## src/rtl/req_enc_pkg.sv

```systemverilog
// Shared constants and state type for the 16-to-4 request vector encoder.
package req_enc_pkg;

  localparam int WIDTH = 16;
  localparam int IDXW  = $clog2(WIDTH);

  typedef enum logic {
    ST_IDLE  = 1'b0,
    ST_DRAIN = 1'b1
  } state_e;

endpackage

```

## src/rtl/req_vector_encoder_lsb.sv

```systemverilog
// Combinational lowest-set-bit encoder with a single-bit-set flag.
module lsb_encoder
  import req_enc_pkg::*;
#(
  parameter int P_WIDTH = WIDTH,
  localparam int P_IDXW = $clog2(P_WIDTH)
) (
  input  logic [P_WIDTH-1:0] i_vec,
  output logic [P_IDXW-1:0]  o_idx,
  output logic               o_onehot
);

  logic [P_WIDTH-1:0] w_minus1;

  assign w_minus1 = i_vec - P_WIDTH'(1);
  assign o_onehot = (i_vec != '0) && ((i_vec & w_minus1) == '0);

  // Scanning from the top down lets the lowest set bit win.
  always_comb begin
    o_idx = '0;
    for (int k = P_WIDTH - 1; k >= 0; k--) begin
      if (i_vec[k]) o_idx = P_IDXW'(k);
    end
  end

endmodule

```

## src/rtl/req_vector_encoder.sv

```systemverilog
// Accepts a request vector and streams the index of each set bit, lowest first.
//   state    | meaning
//   ST_IDLE  | waiting for a vector; in_ready high
//   ST_DRAIN | emitting indices of pending bits; out_valid high
module req_vector_encoder
  import req_enc_pkg::*;
#(
  parameter int P_WIDTH = WIDTH,
  localparam int P_IDXW = $clog2(P_WIDTH)
) (
  input  logic               i_clk,
  input  logic               i_rst_n,
  input  logic               i_in_valid,
  output logic               o_in_ready,
  input  logic [P_WIDTH-1:0] i_in_vec,
  output logic               o_out_valid,
  input  logic               i_out_ready,
  output logic [P_IDXW-1:0]  o_out_idx,
  output logic               o_out_last,
  output logic               o_busy,
  output logic               o_zero_drop
);

  state_e             r_state;
  logic [P_WIDTH-1:0] r_pending;
  logic               r_zero_drop;

  logic [P_IDXW-1:0]  w_idx;
  logic               w_onehot;
  logic               w_drain;
  logic [P_WIDTH-1:0] w_pending_next;

  lsb_encoder #(.P_WIDTH(P_WIDTH)) u_lsb (
    .i_vec    (r_pending),
    .o_idx    (w_idx),
    .o_onehot (w_onehot)
  );

  assign w_drain        = (r_state == ST_DRAIN);
  // Clearing the lowest set bit is exactly clearing bit w_idx.
  assign w_pending_next = r_pending & (r_pending - P_WIDTH'(1));

  assign o_in_ready  = ~w_drain;
  assign o_out_valid = w_drain;
  assign o_busy      = w_drain;
  assign o_out_idx   = w_drain ? w_idx : '0;
  assign o_out_last  = w_drain & w_onehot;
  assign o_zero_drop = r_zero_drop;

  always_ff @(posedge i_clk or negedge i_rst_n) begin
    if (!i_rst_n) begin
      r_state     <= ST_IDLE;
      r_pending   <= '0;
      r_zero_drop <= 1'b0;
    end else begin
      r_zero_drop <= 1'b0;
      unique case (r_state)
        ST_IDLE: begin
          if (i_in_valid) begin
            if (i_in_vec != '0) begin
              r_pending <= i_in_vec;
              r_state   <= ST_DRAIN;
            end else begin
              r_zero_drop <= 1'b1;
            end
          end
        end
        ST_DRAIN: begin
          if (i_out_ready) begin
            r_pending <= w_pending_next;
            if (w_onehot) r_state <= ST_IDLE;
          end
        end
        default: begin
          r_state   <= ST_IDLE;
          r_pending <= '0;
        end
      endcase
    end
  end

endmodule
```

## config.mk

```make
export PLATFORM = sky130hd
export DESIGN_NAME = req_vector_encoder
export DESIGN_NICKNAME = d
export VERILOG_FILES = /design/src/rtl/req_enc_pkg.sv /design/src/rtl/req_vector_encoder_lsb.sv /design/src/rtl/req_vector_encoder.sv
export SDC_FILE = /design/constraint.sdc
export NUM_CORES = 1
export LEC_CHECK = 0
export ABC_AREA = 1
export CAP_MARGIN = 10
export CORE_MARGIN = 1
export CORE_UTILIZATION = 45
export DETAILED_ROUTE_END_ITERATION = 16
export GPL_ROUTABILITY_DRIVEN = 0
export GPL_TIMING_DRIVEN = 0
export PLACE_DENSITY = 0.84
export SLEW_MARGIN = 20
export SYNTH_ARGS = -nofsm -noshare
export SYNTH_HDL_FRONTEND = slang
export SYNTH_SLANG_ARGS = --single-unit
```

## constraint.sdc

```tcl
create_clock -name i_clk -period 1.96 [get_ports i_clk]
set_input_delay 0.588 -clock i_clk [delete_from_list [all_inputs] [get_ports i_clk]]
set_output_delay 0.588 -clock i_clk [all_outputs]
set_load 0.1 [all_outputs]
```

==> impl_metrics.json, run 1 <==
{
  "clk_latency_ns": 0.33,
  "status": "finished with violations",
  "core_sq_um": 2780,
  "dr.pass1.iters": 4,
  "fin_crit_sh": 1.45,
  "cts-hold-fix-buffers": 0,
  "yosysSeqAreaShare": 0.340,
  "skew_ns": 0.0118,
  "r2r_end": "o_busy",
  "clockBufferDepth": 2,
  "cp-end-kind": "output port",
  "drt-vias-per-instance": 5.74,
  "die_h_um": 56.2,
  "die_area_sq_um": 3160,
  "die_w_um": 56.2,
  "r2r_slack_ns": 0.08,
  "startpoint_type": "flip-flop",
  "violations": "setup timing",
  "period_needed_ns": 2.84,
  "num_antenna_cells": 0,
  "fin_ws_ns": -0.884,
  "min_from": "i_in_vec[9]",
  "routed_wl_um": 4650,
  "min_delay_path_depth": 3,
  "cts_buffers": 3,
  "finalMaxSlewViolations": 0,
  "nets": 267,
  "cts_sinks": 18,
  "layout_commonest_cell": "nand2_1",
  "wire_per_inst_um": 16.8,
  "hold_violations": 0,
  "h-tree-depth": 1,
  "rsz0062_at_grt": "true",
  "fill_cells": 191,
  "avgSynthCellArea_sq_um": 7.04,
  "initial_core_util": 0.476,
  "cp_max_fo": 3,
  "fmax_mhz": 352,
  "design_area_sq_um": 2140,
  "setup_viol": 8,
  "post-dp-hpwl_um": 2580,
  "yosys_register_bits": 18,
  "ys_types": 28,
  "layout_common_cells": "nand2_1, buf_4, nor2_1",
  "finalSetupTns_ns": -2.84,
  "crit_type": "reg2out",
  "hp-class": "in2reg",
  "std_cell_rows": 19,
  "antenna_found_initial": 0,
  "grt_util_all_layers": 0.265,
  "placed_area_sq_um": 1740,
  "drt_iter0_drc": 82,
  "drc": 0,
  "cts_tree": "built",
  "syn_nets": 208,
  "num_io_pins": 29,
  "grt_start_max_net_pins": 19,
  "cap_violations": 0,
  "synthesis.instances": 188,
  "yosys_warnings": 0,
  "grt_pass1_vias": 1429,
  "cp_data_arrival_time_ns": 2.26,
  "path_clk_slew_ns": 0.12,
  "r2r_cells": 11,
  "final_antenna_net_count": 0,
  "required_ns": 1.37,
  "syn2layout_area_growth_pct": 61.9,
  "cts-root-buf": "clkbuf_4",
  "r2r_start": "r_pending[2]",
  "tightestPinTransition_ns": 0.850,
  "hold_path_end": "r_pending[9]",
  "numPortBuffers": 28,
  "netlist_area_sq_um": 1320,
  "relSlewSlack": 0.431,
  "vias": 1591,
  "globalRoute.totalOverflow": 0,
  "grt_pass1_wl_um": 6440,
  "drive_gt1_frac": 0.382
}
layer usage:
metal,track usage,share of wire,vias to the layer above
met1,0.341,0.39,751
met2,0.435,0.50,88
li1,-,-,732
met4,0.111,0.044,0
met3,0.0488,0.062,20
met5,0,0,-
registers in the layout, indices dropped and copies added (netlist names):
register / cells
r_pending: 16
o_busy: 1
o_zero_drop: 1
cell type report:
cell class / count / area, sq um / area share
Buffer: 8 / 88.8 / 0.0414
Clock buffer: 4 / 36.3 / 0.0169
Inverter: 24 / 97.6 / 0.0455
Multi-Input combinational cell: 138 / 853 / 0.398
Sequential cell: 18 / 460 / 0.215
Tap cell: 31 / 38.8 / 0.0181
Timing Repair Buffer: 54 / 568 / 0.265
cells in the mapped netlist:
| library cell | n | area, sq um |
|---|---|---|
| buf_6 | 1 | 11.3 |
| nand4_1 | 2 | 12.5 |
| nor3_2 | 1 | 10.0 |
| nor3_1 | 2 | 10.0 |
| dfrtp_1 | 18 | 450 |
| nand2_4 | 3 | 33.8 |
| a211oi_1 | 1 | 7.51 |
| buf_4 | 1 | 7.51 |
| o211ai_1 | 9 | 67.6 |
| o21a_1 | 1 | 7.51 |
| o22ai_1 | 3 | 18.8 |
| nor2_4 | 3 | 33.8 |
| buf_2 | 3 | 15.0 |
| nand2_1 | 50 | 188 |
| clkbuf_1 | 3 | 11.3 |
| a31oi_1 | 4 | 25.0 |
| o21ai_2 | 2 | 17.5 |
| nand2_2 | 2 | 12.5 |
| a21oi_1 | 3 | 15.0 |
| o21ai_0 | 6 | 30.0 |
| nor2_8 | 2 | 40.0 |
| inv_2 | 4 | 15.0 |
| inv_1 | 20 | 75.1 |
| o31ai_4 | 1 | 21.3 |
| o21ai_1 | 12 | 60.1 |
| nor2_2 | 2 | 12.5 |
| nand3_1 | 5 | 25.0 |
| nor2_1 | 24 | 90.1 |
worst max path at each step:
stage / startpoint / end / slack (ns) / cells after the start
2_1_floorplan: o_busy / o_out_idx[2] / -0.48 / 4
3_3_place_gp: r_pending[1] / o_out_last / -1.37 / 10
3_5_place_dp: r_pending[1] / o_out_last / -1.39 / 10
4_1_cts: r_pending[1] / o_out_last / -0.70 / 10
5_1_grt: r_pending[2] / o_out_last / -0.97 / 11
6_report: r_pending[2] / o_out_last / -0.88 / 11
critical path: stages (launching register included):
cell,delay (ns)
dfrtp_1,0.45
nor2_4,0.15
nand2_4,0.08
buf_6,0.14
o21ai_2,0.13
inv_2,0.05
nor2_1,0.11
nand4_1,0.19
nor2_2,0.21
nand2_2,0.09
nor2_4,0.14
buf_12,0.18
cell families after synthesis:
family | count (synthesis) | synth area share
AOI/OAI and AO/OA | 42 | 0.204
and+or+nand+nor | 96 | 0.353
buffers and inverters | 32 | 0.102
DFF | 18 | 0.340
through the flow:
step           hold slack, ns  instances  setup WS (ns)   util
4_1_cts                 0.591        266         -0.703  0.702
6_report                0.574        277         -0.884  0.771
5_1_grt                 0.587        277         -0.966  0.771
3_3_place_gp            0.568        247          -1.37  0.625
2_1_floorplan           0.292        188         -0.481      -
3_5_place_dp            0.573        247          -1.39  0.625
repair_timing:
item / 4_1_cts / 5_1_grt
resized for setup: 68 / 37
endpoints found under the setup margin: 24 / 21
setup buffers: 15 / 11
gates cloned: 0 / 0
pin swaps: 13 / 18
Power of run 1 is not shown: default switching activity piles up to over one toggle a cycle in this logic, so the estimate is an artifact.
==> inputs of run 2 (changes only) <==
MAX_ROUTING_LAYER = met4   (was unset)
SLEW_MARGIN = 10   (was 20)
==> impl_metrics.json, run 2 (synthesis gave the netlist of run 1 again) <==
{
  "h-tree-depth": 1,
  "r2r_cells": 11,
  "final_antenna_net_count": 0,
  "dr.pass1.iters": 4,
  "hp-class": "in2reg",
  "nets": 267,
  "fin_crit_sh": 1.43,
  "cts_buffers": 3,
  "std_cell_rows": 19,
  "cts_sinks": 18,
  "r2r_end": "o_busy",
  "r2r_slack_ns": 0.12,
  "required_ns": 1.37,
  "cap_violations": 0,
  "hold_violations": 0,
  "die_w_um": 56.2,
  "numPortBuffers": 28,
  "skew_ns": 0.00996,
  "layout_commonest_cell": "nand2_1",
  "clockBufferDepth": 2,
  "syn2layout_area_growth_pct": 61.9,
  "grt_pass1_wl_um": 6430,
  "finalMaxSlewViolations": 0,
  "num_antenna_cells": 0,
  "grt_util_all_layers": 0.272,
  "post-dp-hpwl_um": 2580,
  "tightestPinTransition_ns": 0.874,
  "cp_max_fo": 3,
  "cp-end-kind": "output port",
  "fmax_mhz": 356,
  "routed_wl_um": 4710,
  "violations": "setup timing",
  "cp_data_arrival_time_ns": 2.22,
  "drc": 0,
  "startpoint_type": "flip-flop",
  "die_area_sq_um": 3160,
  "min_from": "i_in_vec[9]",
  "initial_core_util": 0.476,
  "drt_iter0_drc": 88,
  "r2r_start": "r_pending[0]",
  "grt_start_max_net_pins": 19,
  "cts-root-buf": "clkbuf_4",
  "seq_area_sq_um": 460,
  "wire_per_inst_um": 17.0,
  "num_io_pins": 29,
  "period_needed_ns": 2.81,
  "globalRoute.totalOverflow": 0,
  "layout_common_cells": "nand2_1, buf_4, nor2_1",
  "top_register": "r_pending",
  "vias": 1587,
  "grt_pass1_vias": 1432,
  "relSlewSlack": 0.416,
  "fill_cells": 191,
  "core_sq_um": 2780,
  "place_ws_ns": -1.39,
  "cts_tree": "built",
  "status": "finished with violations",
  "setup_viol": 7,
  "crit_type": "reg2out",
  "rsz0062_at_grt": "true",
  "die_h_um": 56.2,
  "multi_input_area_sq_um": 853,
  "fin_cells": 277,
  "min_delay_path_depth": 3,
  "place_inst": 247,
  "drt-vias-per-instance": 5.73,
  "largest_reg_flops": 16,
  "path_clk_slew_ns": 0.12,
  "antenna_found_initial": 0,
  "fin_ws_ns": -0.846,
  "clk_latency_ns": 0.32,
  "hold_path_end": "r_pending[9]",
  "drive_gt1_frac": 0.382
}
## run 2: layout make-up
type / instances / share of cell area
timing repair buffer: 54 / 0.265
tap: 31 / 0.0181
buffer: 8 / 0.0414
sequential: 18 / 0.215
multi-input combinational: 138 / 0.398
inverter: 24 / 0.0455
clock buffer: 4 / 0.0169
## run 2: critical path, stage by stage (launching register included)
cell and delay, ns:
dfrtp_1 0.44, nor2_4 0.15, nand2_4 0.09, buf_6 0.14, o21ai_2 0.13, inv_2 0.05
nor2_1 0.10, nand4_1 0.17, nor2_2 0.20, nand2_2 0.10, nor2_4 0.14, buf_12 0.18
## run 2: what timing repair did
| action | CTS | global route |
|---|---|---|
| endpoints found under the hold margin | 0 | 0 |
| pin swaps | 13 | 18 |
| gates resized for setup | 68 | 37 |
| endpoints found under the setup margin | 24 | 21 |
| buffers inserted | 15 | 11 |
| hold buffers | 0 | 0 |
## run 2: per-layer routing
layer / routed length (um) / vias up / share of wire / GRT usage
met5: 0 / - / 0 / -
met4: 180 / 0 / 0.038 / 0.111
met3: 264 / 21 / 0.056 / 0.0488
met2: 2400 / 81 / 0.51 / 0.435
met1: 1860 / 756 / 0.40 / 0.340
li1: - / 729 / - / -
## run 2: stage by stage
step | hold WS [ns] | util | cell area, sq um | TNS [ns]
CTS | 0.591 | 0.702 | 1950 | -2.08
detailed placement | 0.573 | 0.625 | 1740 | -12.06
finish | 0.573 | 0.771 | 2140 | -2.83
global placement | 0.568 | 0.625 | 1740 | -11.43
floorplan | 0.292 | - | 1420 | -2.09
global route | 0.587 | 0.771 | 2140 | -3.48
## run 2: worst max path at each step
stage	startpoint	end	slack, ns	cells past startpoint
after floorplan	o_busy	o_out_idx[2]	-0.48	4
after global placement	r_pending[1]	o_out_last	-1.37	10
after detailed placement	r_pending[1]	o_out_last	-1.39	10
after CTS	r_pending[1]	o_out_last	-0.70	10
after global routing	r_pending[2]	o_out_last	-0.96	11
final	r_pending[0]	o_out_last	-0.85	11
Power of run 2 is left out for the same reason.
